<file path="src/rtl/adsr_envelope_if.sv">
// Voice control and envelope bundle between a voice controller (master) and the ADSR generator (slave).
// The release index is named release_rate because "release" is a SystemVerilog keyword.
interface adsr_envelope_if;
   logic       gate;
   logic [3:0] attack;
   logic [3:0] decay;
   logic [3:0] sustain;
   logic [3:0] release_rate;
   logic [7:0] envelope;
   logic [1:0] env_state;

   modport master (
      output gate, attack, decay, sustain, release_rate,
      input  envelope, env_state
   );

   modport slave (
      input  gate, attack, decay, sustain, release_rate,
      output envelope, env_state
   );
endinterface

</file>
<file path="src/rtl/adsr_envelope.sv">
// SID-6581-style ADSR envelope generator for one voice: linear attack and
// piecewise-exponential decay/release on a prescaled 1 us tick.
module adsr_envelope #(
   parameter int CLK_DIV = 50
) (
   input  logic           clk,
   input  logic           rst_n,
   adsr_envelope_if.slave bus
);

   localparam int            PW        = (CLK_DIV > 1) ? $clog2(CLK_DIV) : 1;
   localparam logic [PW-1:0] PRESC_MAX = PW'(CLK_DIV - 1);

   typedef enum logic [1:0] {
      ST_ATTACK        = 2'd0,
      ST_DECAY_SUSTAIN = 2'd1,
      ST_RELEASE       = 2'd2
   } env_state_e;

   env_state_e    state_q, state_d;
   logic [PW-1:0] presc_q, presc_d;
   logic [14:0]   rate_cnt_q, rate_cnt_d;
   logic [4:0]    exp_cnt_q, exp_cnt_d;
   logic [7:0]    envelope_q, envelope_d;
   logic          gate_dly_q, gate_dly_d;

   logic          tick;
   logic [3:0]    rate_idx;
   logic [14:0]   period;
   logic [4:0]    exp_div;
   logic [7:0]    level;
   logic          rate_step;
   logic          env_step;
   logic          gate_rise;
   logic          gate_fall;

   function automatic logic [14:0] rate_period(input logic [3:0] idx);
      case (idx)
         4'd0:    rate_period = 15'd9;
         4'd1:    rate_period = 15'd32;
         4'd2:    rate_period = 15'd63;
         4'd3:    rate_period = 15'd95;
         4'd4:    rate_period = 15'd149;
         4'd5:    rate_period = 15'd220;
         4'd6:    rate_period = 15'd267;
         4'd7:    rate_period = 15'd313;
         4'd8:    rate_period = 15'd392;
         4'd9:    rate_period = 15'd977;
         4'd10:   rate_period = 15'd1954;
         4'd11:   rate_period = 15'd3126;
         4'd12:   rate_period = 15'd3907;
         4'd13:   rate_period = 15'd11720;
         4'd14:   rate_period = 15'd19532;
         default: rate_period = 15'd31251;
      endcase
   endfunction

   // Piecewise approximation of an exponential curve: slower steps at low levels.
   function automatic logic [4:0] exp_divider(input logic [7:0] env);
      if (env >= 8'h5D)      exp_divider = 5'd1;
      else if (env >= 8'h36) exp_divider = 5'd2;
      else if (env >= 8'h1A) exp_divider = 5'd4;
      else if (env >= 8'h0E) exp_divider = 5'd8;
      else if (env >= 8'h06) exp_divider = 5'd16;
      else                   exp_divider = 5'd30;
   endfunction

   always_comb begin
      tick    = (presc_q == PRESC_MAX);
      presc_d = tick ? '0 : presc_q + PW'(1);
   end

   always_comb begin
      rate_idx = bus.release_rate;
      case (state_q)
         ST_ATTACK:        rate_idx = bus.attack;
         ST_DECAY_SUSTAIN: rate_idx = bus.decay;
         default:          rate_idx = bus.release_rate;
      endcase
      period  = rate_period(rate_idx);
      exp_div = exp_divider(envelope_q);
      level   = {bus.sustain, bus.sustain};
   end

   // A counter left above a newly lowered period runs on to the 15-bit wrap.
   always_comb begin
      rate_step  = 1'b0;
      rate_cnt_d = rate_cnt_q;
      if (tick) begin
         if (rate_cnt_q == period) begin
            rate_cnt_d = '0;
            rate_step  = 1'b1;
         end else begin
            rate_cnt_d = rate_cnt_q + 15'd1;
         end
      end
   end

   always_comb begin
      env_step  = 1'b0;
      exp_cnt_d = exp_cnt_q;
      if (state_q == ST_ATTACK) begin
         exp_cnt_d = '0;
         env_step  = rate_step;
      end else if (rate_step) begin
         if (exp_cnt_q + 5'd1 >= exp_div) begin
            exp_cnt_d = '0;
            env_step  = 1'b1;
         end else begin
            exp_cnt_d = exp_cnt_q + 5'd1;
         end
      end
   end

   always_comb begin
      gate_dly_d = bus.gate;
      gate_rise  = bus.gate & ~gate_dly_q;
      gate_fall  = ~bus.gate & gate_dly_q;
   end

   // Gate edges override any step pending in the same cycle.
   always_comb begin
      state_d    = state_q;
      envelope_d = envelope_q;
      if (gate_rise || gate_fall) begin
         state_d = gate_rise ? ST_ATTACK : ST_RELEASE;
      end else begin
         case (state_q)
            ST_ATTACK: begin
               if (env_step) begin
                  if (envelope_q != 8'hFF) envelope_d = envelope_q + 8'd1;
                  if (envelope_q >= 8'hFE) state_d = ST_DECAY_SUSTAIN;
               end
            end
            ST_DECAY_SUSTAIN: begin
               if (env_step && (envelope_q > level)) envelope_d = envelope_q - 8'd1;
            end
            default: begin
               if (env_step && (envelope_q != 8'h00)) envelope_d = envelope_q - 8'd1;
            end
         endcase
      end
   end

   always_ff @(posedge clk) begin
      if (!rst_n) begin
         state_q    <= ST_RELEASE;
         presc_q    <= '0;
         rate_cnt_q <= '0;
         exp_cnt_q  <= '0;
         envelope_q <= '0;
         gate_dly_q <= 1'b0;
      end else begin
         state_q    <= state_d;
         presc_q    <= presc_d;
         envelope_q <= envelope_d;
         gate_dly_q <= gate_dly_d;
         if (gate_rise || gate_fall) begin
            rate_cnt_q <= '0;
            exp_cnt_q  <= '0;
         end else begin
            rate_cnt_q <= rate_cnt_d;
            exp_cnt_q  <= exp_cnt_d;
         end
      end
   end

   assign bus.envelope  = envelope_q;
   assign bus.env_state = state_q;

endmodule

</file>
<file path="src/flat_wrapper.sv">
// flat-port wrapper written by rule: the top's interface ports become plain ports
module adsr_envelope_flat 
#(
   parameter int CLK_DIV = 50
)
  (clk, rst_n, bus_gate, bus_attack, bus_decay, bus_sustain, bus_release_rate, bus_envelope, bus_env_state);
  adsr_envelope_if bus_i ();
  input  logic clk;
  input  logic rst_n;
  input wire logic [$bits(bus_i.gate)-1:0] bus_gate;
  input wire logic [$bits(bus_i.attack)-1:0] bus_attack;
  input wire logic [$bits(bus_i.decay)-1:0] bus_decay;
  input wire logic [$bits(bus_i.sustain)-1:0] bus_sustain;
  input wire logic [$bits(bus_i.release_rate)-1:0] bus_release_rate;
  output wire logic [$bits(bus_i.envelope)-1:0] bus_envelope;
  output wire logic [$bits(bus_i.env_state)-1:0] bus_env_state;
  assign bus_i.gate = bus_gate;
  assign bus_i.attack = bus_attack;
  assign bus_i.decay = bus_decay;
  assign bus_i.sustain = bus_sustain;
  assign bus_i.release_rate = bus_release_rate;
  assign bus_envelope = bus_i.envelope;
  assign bus_env_state = bus_i.env_state;
  adsr_envelope #(.CLK_DIV(CLK_DIV)) u_core (.clk(clk), .rst_n(rst_n), .bus(bus_i));
endmodule
</file>
<file path="config.mk">
export PLATFORM = sky130hd
export DESIGN_NAME = adsr_envelope_flat
export DESIGN_NICKNAME = d
export VERILOG_FILES = /design/src/rtl/adsr_envelope_if.sv /design/src/rtl/adsr_envelope.sv /design/src/flat_wrapper.sv
export SDC_FILE = /design/constraint.sdc
export NUM_CORES = 1
export LEC_CHECK = 0
export ABC_CLOCK_PERIOD_IN_PS = 11150
export CORE_ASPECT_RATIO = 0.7
export CORE_UTILIZATION = 41
export CTS_CLUSTER_DIAMETER = 30
export DETAILED_ROUTE_END_ITERATION = 7
export PLACE_DENSITY_LB_ADDON = 0.12
export SLEW_MARGIN = 20
export SYNTH_ARGS = -nofsm -noshare
export SYNTH_HDL_FRONTEND = slang
export SYNTH_SLANG_ARGS = --single-unit
export TNS_END_PERCENT = 10
</file>
<file path="constraint.sdc">
create_clock -name clk -period 11.15 [get_ports clk]
set_input_delay 2.23 -clock clk [delete_from_list [all_inputs] [get_ports clk]]
set_output_delay 2.23 -clock clk [all_outputs]
set_load 0.05 [all_outputs]
</file>
==> After elaboration in Yosys (flattened, before gate mapping) <==
Memories as Yosys holds them, arrays and structs flattened.
Index checks and enable logic that the tools add are counted.
{ "totals": {"reg_bits": 37, "mem_bits_ro": 240, "in_bits": 19, "out_inout_bits": 10, "word_cells": 70, "memories": 1} }
{ "op_classes": {"n_addsub": 5, "order_cmp": 8, "n_eq_ne": 7, "muxes": 23, "bitwise": 6, "n_reduce_logical": 14} }
{ "memory_table": {"columns": ["name", "words", "word_bits", "read_ports", "rd_ports_with_merged_regs", "write_ports", "line_no", "source"], "rows": [
  ["(no name shown)", 16, 15, 1, 0, 0, "adsr_envelope.sv:38", "case (idx)"]
]} }
{ "ops": {"columns": ["cell", "count"], "rows": [
  ["8-bit two-way mux", 4],
  ["5-bit two-way mux", 5],
  ["8-bit one-hot mux with 2 select lines", 1],
  ["15-bit by 1-bit adder with 15-bit output (second input constant)", 1],
  ["15-bit equality test", 1],
  ["15-bit two-way mux", 1],
  ["2-bit two-way mux", 5],
  ["8-bit by 1-bit adder with 8-bit output (second input constant)", 1],
  ["8-bit by 3-bit greater-or-equal comparator with 1-bit output (second input constant)", 1],
  ["8-bit by 4-bit greater-or-equal comparator with 1-bit output (second input constant)", 1],
  ["8-bit by 5-bit greater-or-equal comparator with 1-bit output (second input constant)", 1],
  ["8-bit by 6-bit greater-or-equal comparator with 1-bit output (second input constant)", 1],
  ["8-bit by 7-bit greater-or-equal comparator with 1-bit output (second input constant)", 1],
  ["8-bit greater-or-equal comparator (second input constant)", 1],
  ["8-bit > comparator", 1],
  ["8-bit != test (second input constant)", 1],
  ["4-bit one-hot mux with 2 select lines", 1],
  ["8-bit nonzero test", 1],
  ["8-bit by 1-bit subtractor with 8-bit output (second input constant)", 1],
  ["6-bit by 1-bit adder with 6-bit output (second input constant)", 1],
  ["6-bit equality test (second input constant)", 1],
  ["2-bit nonzero test", 3],
  ["5-bit by 1-bit adder with 5-bit output (second input constant)", 1],
  ["5-bit greater-or-equal comparator", 1],
  ["15 further kinds", 26]
]} }

==> Longest topological paths before layout <==
Gate-level depths: netlist of the first run.
{ "logic_depth": {"depth_word": 13, "mapped_depth": 15, "ltp_nobuf": 12} }

==> Worst setup path before layout of the first run <==
OpenSTA, ideal clock, no wires.
{ "synth_timing": {"path_kind": "input -> register", "startpoint": "input port bus_decay[1]", "endpoint": "register u_core.exp_cnt_q[3]", "setup_ns": 0.071, "arrival_time_ns": 5.086, "required_ns": 11.079, "slack_ns": 5.993, "path_stages": 11, "path_buffers": 0, "path_cell_list": "mux2i_1 o21ai_1 ha_1 inv_1 o21ai_0 o41ai_2 xor2_1 o221ai_2 or4_4 or4b_1 a21oi_1"} }
{ "synth_via": {"elab_chain_len": 5} }
{ "synth_lines": {"columns": ["item", "line_no", "source"], "rows": [
  ["from (decl)", "flat_wrapper.sv:12", "input wire logic [$bits(bus_i.decay)-1:0] bus_decay;"],
  ["4-bit one-hot mux with 2 select lines", "adsr_envelope.sv:75", "case (state_q)"],
  ["memory 16 x 15 bit", null, null],
  ["15-bit equality test", "adsr_envelope.sv:90", "if (rate_cnt_q == period) begin"],
  ["1-bit two-way mux", "adsr_envelope.sv:90", null],
  ["1-bit two-way mux", "adsr_envelope.sv:89", "if (tick) begin"],
  ["to (signal assigned)", "adsr_envelope.sv:163", "exp_cnt_q <= exp_cnt_d;"],
  ["to (decl)", "adsr_envelope.sv:23", "logic [4:0] exp_cnt_q, exp_cnt_d;"]
]} }
No other way between the ends.
A chain may end at the register's enable or synchronous reset.

==> Worst setup path in the final report of the first run <==
{ "layout_timing": {"startpoint": "input port bus_decay[1]", "endpoint": "register u_core.rate_cnt_q[7]"} }
{ "layout_via": {"elab_chain_len": 4} }
{ "layout_lines": {"columns": ["item", "line_no", "source"], "rows": [
  ["4-bit one-hot mux with 2 select lines", "adsr_envelope.sv:75", null],
  ["memory 16 x 15 bit", null, null],
  ["15-bit equality test", "adsr_envelope.sv:90", null],
  ["15-bit two-way mux", "adsr_envelope.sv:90", null],
  ["to (signal assigned)", "adsr_envelope.sv:162", "rate_cnt_q <= rate_cnt_d;"],
  ["to (decl)", "adsr_envelope.sv:22", "logic [14:0] rate_cnt_q, rate_cnt_d;"]
]} }
No other way between the ends.

==> reports/metrics.yaml, run 1 <==
drt-total-wl_um: 7770
grt.overflow.total: 0
comb_power_share_pct: 27.8
irDropWorstVdd_uv: 73.13
total_power_mw: 0.3885
synth.yosys.warnings: 0
cts_resized: 0
end_kind: "register"
cts_max_path_buffers: 2
hold_viol_final: 0
gr-usage-all-layers_pct: 19.55
grt_pass1_vias: 2549
final_common_cell: "nand2_1"
min_to: "u_core.presc_q[0]$_SDFF_PP0_"
arrival_ns: 6.55
yosysUniqueCellTypes: 60
synthFlopType: "dfxtp_1"
setup_viol: 0
maxCapViolations: 0
worstHoldStart: "u_core.presc_q[0]$_SDFF_PP0_"
numCtsBuffers: 5
coreArea_mm2: 0.007515
layout_common_cells: "nand2_1 (43), nor2_1 (40), dfxtp_1 (37)"
powerDensity_mw_per_mm2: 103.9
rows: 26
die_area_mm2: 0.008335
final_core_util_pct: 49.73
dr.pass1.iters: 4
startpoint: "bus_decay[1]"
r2r_slack_ns: 6.52
die_x_um: 108.7
synth-edff-count: 0
synthCells: 410
period_needed_ns: 6.419
netlist_area_mm2: 0.003267
switching_power_mw: 0.1271
reg2reg_to: "u_core.rate_cnt_q[7]$_SDFFE_PP0P_"
cts_hold_buf: 0
drcViolationCount: 0
area_growth_pct: 14.40
synthArstFlopShare_pct: 0
clock_power_share_pct: 36.7
critPathRequiredTime_ns: 11.28
ant_nets: 0
gp_congestion: 0.7962
worst_r2r_path_depth: 11
p_int_mw: 0.2613
holdPathStages: 1
cts_tree: "yes"
power.share.sequential_pct: 35.5
reg2reg_from: "u_core.bus.env_state[1]$_SDFFE_PN1P_"
cp-start-kind: "input pin"
diodes: 0
setup-tns-final_ns: 0
avgSynthCellArea_um2: 7.968
via_count: 2956
drive_gt1_share_pct: 4.673
synth_seq_cells: 37
io_pins: 29
post_cts_buffers: 0
viasPerCell: 5.620
switching_share_pct: 32.73
htreeDepth: 2
path_max_fanout: 16
netlist.top_cell.by_area: "dfxtp_1"
min_path_type: "register to register"
fin_nets: 482
fin_cells: 526
grt_max_degree: 24
drt-initial-drc-count: 232
synth_top_area_share_pct: 22.67
synth_fp_nets: 465
rsz0062_at_grt: "no"
cts.sinks: 37
slew_headroom_pct: 30.27
root_buffer: "clkbuf_16"
max_stage_delay_ns: 1.04
report.final.slew_viol_count: 0
final.setup_skew_ns: 0.006133
dp.final_hpwl_um: 5921
cts.clk_slew.worst_paths_ns: 0.06
synth.area.top_cells: "dfxtp_1 (23%), ha_1 (13%), xor2_1 (5.9%), nand2_1 (4.9%), mux2i_1 (4.6%)"
slowest_stage: "o21ai_1"
critPathMostFrequentCell: "o21ai_1"
clock_latency_ns: 0.28
leakagePower_nw: 1.501
fp.dieH_um: 76.69
status: "finished, final reports clean"
post-route-period-util_pct: 57.57
antenna_found_initial: 0
worst-setup-path-type: "input pin to register"
worstMarginPinSlew_ns: 1.039
io_buffers: 28
dp_cells: 518
fmax_ghz: 0.1558
grt_pass1_wl_um: 13000
yosysSeqAreaShare_pct: 22.67
path_cells: "clkdlybuf4s50_1 -> mux2i_1 -> o21ai_1 -> inv_1 -> ha_1 -> o21ai_0 -> a311oi_1 -> a211o_1 -> a21oi_1 -> nand4b_1 -> o21ai_1 -> nor2_1"
wl_per_cell_um: 14.77
start_util_pct: 43.47
## Yosys cell counts (2+ instances only)
cell type	count
nand2_1	43
nor2_1	40
dfxtp_1	37
ha_1	35
xor2_1	22
inv_1	20
xnor2_1	17
a21oi_1	16
mux2i_1	15
nand3_1	15
o21ai_0	14
clkbuf_1	12
o211ai_1	10
nand2b_1	8
nand4_1	8
a21o_1	7
and3_1	7
nor3_1	7
nand4b_1	4
nor4_1	4
o21a_1	4
o21ai_1	4
or3_1	4
a21boi_0	3
a31oi_1	3
and2_1	3
buf_2	3
nor2b_1	3
o31ai_1	3
or4_1	3
a211o_1	2
a211oi_1	2
a311oi_1	2
a31o_2	2
o2111ai_1	2
or4b_1	2
## area by class of cell
type	instances	area (um^2)
flip-flops and latches	37	740.7
well taps	98	122.6
clock inverters	3	25.02
inverters	21	83.83
fillers	744	3777
multi-input cells	334	2360
clock buffers	5	125.1
repair buffers	28	280.3
## metal layers
metal | share of wire [%] | up-vias | wire, um | GRT usage (%)
met5 | 0 | - | 0 | 0
met4 | 0.40 | 0 | 31 | 2.838
met3 | 7.2 | 4 | 561 | 4.252
met2 | 38 | 93 | 2977 | 25.57
met1 | 54 | 1360 | 4200 | 31.93
li1 | - | 1499 | - | -
## worst max-delay path by stage
| stage | endpoint | slack (ns) | depth (start not counted) |
|---|---|---|---|
| 2_1_floorplan | u_core.exp_cnt_q[3]$_SDFFE_PP0P_ | 5.99 | 11 |
| 3_3_place_gp | u_core.rate_cnt_q[4]$_SDFFE_PP0P_ | 4.69 | 12 |
| 3_5_place_dp | u_core.rate_cnt_q[0]$_SDFFE_PP0P_ | 4.47 | 12 |
| 4_1_cts | u_core.rate_cnt_q[2]$_SDFFE_PP0P_ | 4.76 | 12 |
| 5_1_grt | u_core.rate_cnt_q[9]$_SDFFE_PP0P_ | 4.28 | 12 |
| 6_report | u_core.rate_cnt_q[7]$_SDFFE_PP0P_ | 4.73 | 12 |
## kinds of logic after synthesis
family	Yosys count	synth area share [%]
AND/OR/NAND/NOR	156	23.90
AO/OA/AOI/OAI	86	18.46
XOR/XNOR	39	10.46
buffers and inverters	39	5.094
flip-flops	37	22.67
adder cells (fa/ha/maj)	36	14.02
multiplexers	17	5.400
## flip-flops by register name, summed over array words and instances, names as in the netlist
register,count
u_core.gate_dly_q,1
u_core.exp_cnt_q,5
u_core.presc_q,6
u_core.bus.envelope,8
u_core.bus.env_state,2
u_core.rate_cnt_q,15
## power groups by stage
stage	sequential (mW)	combinational, mW	clock [mW]
6_report	0.138	0.108	0.143
2_1_floorplan	0.140	0.0815	0
3_3_place_gp	0.141	0.106	0
5_1_grt	0.138	0.120	0.152
4_1_cts	0.138	0.106	0.146
3_5_place_dp	0.141	0.105	0
## metrics by stage
step / setup slack [ns] / hold WS, ns / instance area [um^2]
2_1_floorplan: 5.993 / 0.4295 / 3267
3_3_place_gp: 4.687 / 0.4493 / 3587
3_5_place_dp: 4.471 / 0.4554 / 3587
4_1_cts: 4.757 / 0.4706 / 3737
5_1_grt: 4.279 / 0.5081 / 3737
6_report: 4.731 / 0.4630 / 3737
## worst max-delay path: cells and delay by family
kind,cells,cell delay (ns)
AOI/OAI and AO/OA,6,2.47
muxes,1,0.08
and+or+nand+nor,2,0.68
buffers and inverters,2,0.76
adders and majority gates,1,0.33
Power figures use the tool's default switching activity.
==> run 2, diff against run 1 <==
ABC_CLOCK_PERIOD_IN_PS = 6600   (was 11150)
clock period = 6.6 ns   (was 11.15 ns; I/O delays follow)
==> run 2 against run 1 <==
Net effect:
- critical path depth decreased by 2
- setup slack got worse by 3.0 ns
- non-clock buffer count increased by 2
- sequential cell count unchanged
- sequential power increased by 69%
- utilization increased by 0.43 points
- wire length increased by 3.4%
- largest power group unchanged
- highest routed layer unchanged
==> reports/metrics.yaml, run 2 (same netlist as run 1, synthesis figures left out) <==
dr.pass1.iters: 5
die_area_mm2: 0.008335
setup_viol: 0
path_max_fanout: 16
end_kind: "register"
worstMarginPinSlew_ns: 0.8039
gr-usage-all-layers_pct: 20.33
arrival_ns: 5.10
place_area_mm2: 0.003602
leakagePower_nw: 1.521
cts.clk_slew.worst_paths_ns: 0.06
viasPerCell: 5.621
grt_pass1_vias: 2651
cts.sinks: 37
io_buffers: 28
grt_max_degree: 24
setup-tns-final_ns: 0
dp.final_hpwl_um: 6060
post_cts_buffers: 0
fin_nets: 484
fp.dieH_um: 76.69
post-route-period-util_pct: 74.09
cp-start-kind: "input pin"
status: "finished, final reports clean"
cts_resized: 0
total_power_mw: 0.6906
drive_gt1_share_pct: 4.884
gp_congestion: 0.7995
coreArea_mm2: 0.007515
cts_max_path_buffers: 2
period_needed_ns: 4.890
postLayoutCellArea_mm2: 0.003770
via_count: 2968
diodes: 0
die_x_um: 108.7
clock_latency_ns: 0.28
largest_reg_flops: 15
critPathRequiredTime_ns: 6.81
grt_pass1_wl_um: 13370
layout_common_cells: "nand2_1 (43), nor2_1 (40), dfxtp_1 (37)"
drcViolationCount: 0
post-place-ws_ns: 1.460
grt.overflow.total: 0
rows: 26
irDropWorstVdd_uv: 163.1
wl_per_cell_um: 15.21
top_register: "u_core.rate_cnt_q"
htreeDepth: 2
powerDensity_mw_per_mm2: 183.2
area_growth_pct: 15.40
fmax_ghz: 0.2045
antenna_found_initial: 0
start_util_pct: 43.47
cts_tree: "yes"
ant_nets: 0
worst-setup-path-type: "input pin to register"
worst_slack_ns: 1.710
drt-initial-drc-count: 199
report.final.slew_viol_count: 0
io_pins: 29
drt-total-wl_um: 8033
cts_hold_buf: 0
numCtsBuffers: 5
root_buffer: "clkbuf_16"
min_path_type: "register to register"
rsz0062_at_grt: "no"
final.setup_skew_ns: 0.007118
hold_viol_final: 0
final_common_cell: "nand2_1"
maxCapViolations: 0
slew_headroom_pct: 46.33
## run 2: critical path, cell delays in order
cell	delay, ns
clkdlybuf4s50_1	0.45
mux2i_1	0.07
o21ai_1	0.54
ha_1	0.61
a21oi_1	0.13
a211oi_1	0.39
xnor2_1	0.16
nand4b_1	0.55
nor3_4	0.64
mux2i_1	0.23
## run 2: final timing paths
path                            depth (start not counted)  slack (ns)                             endpoint                            startpoint
worst max-delay path                                   10        1.71  u_core.bus.envelope[4]$_SDFFE_PN0P_                          bus_decay[0]
worst min-delay path                                    1        0.46         u_core.presc_q[0]$_SDFF_PP0_          u_core.presc_q[0]$_SDFF_PP0_
worst max register to register                          9        2.48  u_core.bus.envelope[4]$_SDFFE_PN0P_  u_core.bus.env_state[1]$_SDFFE_PN1P_
worst min register to register                          1        0.46         u_core.presc_q[0]$_SDFF_PP0_          u_core.presc_q[0]$_SDFF_PP0_
## run 2: through the flow
stage	hold WS [ns]	utilization [%]	instances
floorplan	0.4295	-	410
global placement	0.4460	47.94	520
detailed placement	0.4558	47.94	520
CTS	0.4687	50.17	528
global route	0.5032	50.17	528
finish	0.4626	50.17	528
## run 2: metal layers
layer	share of wire [%]	vias up	global-route usage (%)
met5	0	-	0
met4	0.37	0	2.432
li1	-	1503	-
met2	39	74	27.41
met1	55	1389	32.59
met3	5.8	2	4.677
## run 2: final cells by class
class,instances,area [um^2]
clock buffer,6,128.9
clock inverter,2,38.79
fill,718,3745
inverter,21,83.83
multi-input combinational,334,2360
sequential,37,740.7
tap,98,122.6
timing repair buffer,30,295.3
## run 2: report_power, final
| part | total [mW] | switching [mW] | internal [mW] |
|---|---|---|---|
| Clock | 0.271 | 0.0922 | 0.179 |
| Combinational | 0.186 | 0.110 | 0.0755 |
| Sequential | 0.233 | 0.00730 | 0.226 |
==> run 3, diff against run 2 <==
ABC_CLOCK_PERIOD_IN_PS = 3950   (was 6600)
clock period = 3.95 ns   (was 6.6 ns; I/O delays follow)
==> run 3 against run 2 <==
Net effect:
- global-route usage increased by 0.54 points
- register-to-register slack got worse by 2.0 ns
- sequential power rose by 65%
- largest power group unchanged
==> reports/metrics.yaml, run 3 (same netlist as run 1, synthesis figures left out) <==
status: "finished, final reports clean"
path_cells: "clkdlybuf4s50_1 -> nand2_1 -> o21ai_2 -> ha_4 -> inv_4 -> nor3_1 -> o41ai_2 -> xor2_1 -> o221ai_2 -> or4_4 -> or4b_1 -> a21oi_1"
final_core_util_pct: 53.46
io_buffers: 28
largest_reg_flops: 15
end_kind: "register"
grt_max_degree: 19
layout_common_cells: "nand2_1 (43), nor2_1 (40), dfxtp_1 (37)"
met1_usage_pct: 31.03
die_x_um: 108.7
cts.sinks: 37
grt_pass1_wl_um: 13640
min_path_type: "register to register"
holdPathStages: 1
comb_power_share_pct: 30.8
io_pins: 29
viasPerCell: 5.471
slowest_stage: "or4_4"
top_register: "u_core.rate_cnt_q"
critPathRequiredTime_ns: 4.16
leakagePower_nw: 1.689
slew_headroom_pct: 66.36
grt.overflow.total: 0
fin_nets: 510
worstMarginPinSlew_ns: 0.5031
clock_power_share_pct: 37.4
rsz0062_at_grt: "no"
postLayoutCellArea_mm2: 0.004018
gr-usage-all-layers_pct: 20.87
dp.final_hpwl_um: 6393
root_buffer: "clkbuf_16"
switching_power_mw: 0.3627
area_growth_pct: 22.98
drcViolationCount: 0
grtUsageMet2_pct: 29.56
start_util_pct: 43.47
dr.pass1.iters: 5
total_power_mw: 1.210
wl_per_cell_um: 14.64
fmax_ghz: 0.2733
drt-initial-drc-count: 197
clock_latency_ns: 0.28
fp.dieH_um: 76.69
die_area_mm2: 0.008335
via_count: 3031
htreeDepth: 2
powerDensity_mw_per_mm2: 301.1
place_area_mm2: 0.003810
maxCapViolations: 0
diodes: 0
switching_share_pct: 29.99
drive_gt1_share_pct: 11.84
grt_pass1_vias: 2802
rows: 26
worst_r2r_path_depth: 11
gr-max-usage-layer: "met1"
coreArea_mm2: 0.007515
grt_use_met3_pct: 6.122
irDropWorstVdd_uv: 227.4
power.share.sequential_pct: 31.8
final.setup_skew_ns: 0.004597
cp-start-kind: "input pin"
post-route-period-util_pct: 92.62
numCtsBuffers: 5
cts_max_path_buffers: 2
hold_viol_final: 0
setup_viol: 0
ant_nets: 0
path_max_fanout: 6
drt-total-wl_um: 8110
report.final.slew_viol_count: 0
gp_congestion: 0.8238
cts.clk_slew.worst_paths_ns: 0.06
period_needed_ns: 3.659
setup-tns-final_ns: 0
antenna_found_initial: 0
worst-setup-path-type: "input pin to register"
max_stage_delay_ns: 0.57
final_common_cell: "nand2_1"
p_int_mw: 0.8469
cts_hold_buf: 0
cts_tree: "yes"
arrival_ns: 3.87
-- run 3: power groups by stage --
stage          sequential (mW)  clock (mW)  combinational, mW
3_3_place_gp             0.393           0              0.355
2_1_floorplan            0.395           0              0.230
3_5_place_dp             0.393           0              0.358
4_1_cts                  0.384       0.465              0.360
6_report                 0.385       0.452              0.372
5_1_grt                  0.386       0.474              0.413
-- run 3: final cells by class --
type / count / area [um^2]
Clock buffer: 6 / 128.9
Sequential cell: 37 / 740.7
Clock inverter: 2 / 38.79
Fill cell: 712 / 3497
Multi-Input combinational cell: 334 / 2384
Tap cell: 98 / 122.6
Inverter: 21 / 86.33
Timing Repair Buffer: 56 / 516.7
-- run 3: path summary, 6_finish.rpt --
kind,from,slack (ns),end
worst max register to register,u_core.bus.env_state[0]$_SDFFE_PN0P_,0.49,u_core.exp_cnt_q[3]$_SDFFE_PP0P_
worst min register to register,u_core.presc_q[0]$_SDFF_PP0_,0.47,u_core.presc_q[0]$_SDFF_PP0_
worst max-delay path,bus_release_rate[1],0.29,u_core.exp_cnt_q[3]$_SDFFE_PP0P_
worst min-delay path,u_core.presc_q[0]$_SDFF_PP0_,0.47,u_core.presc_q[0]$_SDFF_PP0_
-- run 3: per-stage QoR --
step	hold slack [ns]	instances	setup WS (ns)
after floorplan	0.4295	410	0.1815
after global placement	0.4449	546	-0.2204
after detailed placement	0.4561	546	-0.2697
after CTS	0.4699	554	0.01681
after global routing	0.4969	554	0.1407
final	0.4676	554	0.2914
-- run 3: critical path, delay by kind of cell --
family | cells | cell delay [ns]
AOI/OAI and AO/OA | 4 | 0.84
xor gates and xnor gates | 1 | 0.20
and+or+nand+nor | 4 | 1.22
buffers and inverters | 2 | 0.55
adders and majority gates | 1 | 0.26
-- run 3: repair_timing --
| action | 4_1_cts | 5_1_grt |
|---|---|---|
| setup buffers | 0 | 0 |
| endpoints found under the hold margin | 0 | 0 |
| gates resized for setup | 0 | 13 |
| endpoints found under the setup margin | 0 | 28 |
-- run 3: routing by layer --
metal  share of wire [%]  up-vias
li1                    -     1562
met1                  53     1399
met2                  39       66
met3                 7.0        4
met4                0.47        0
met5                   0        -
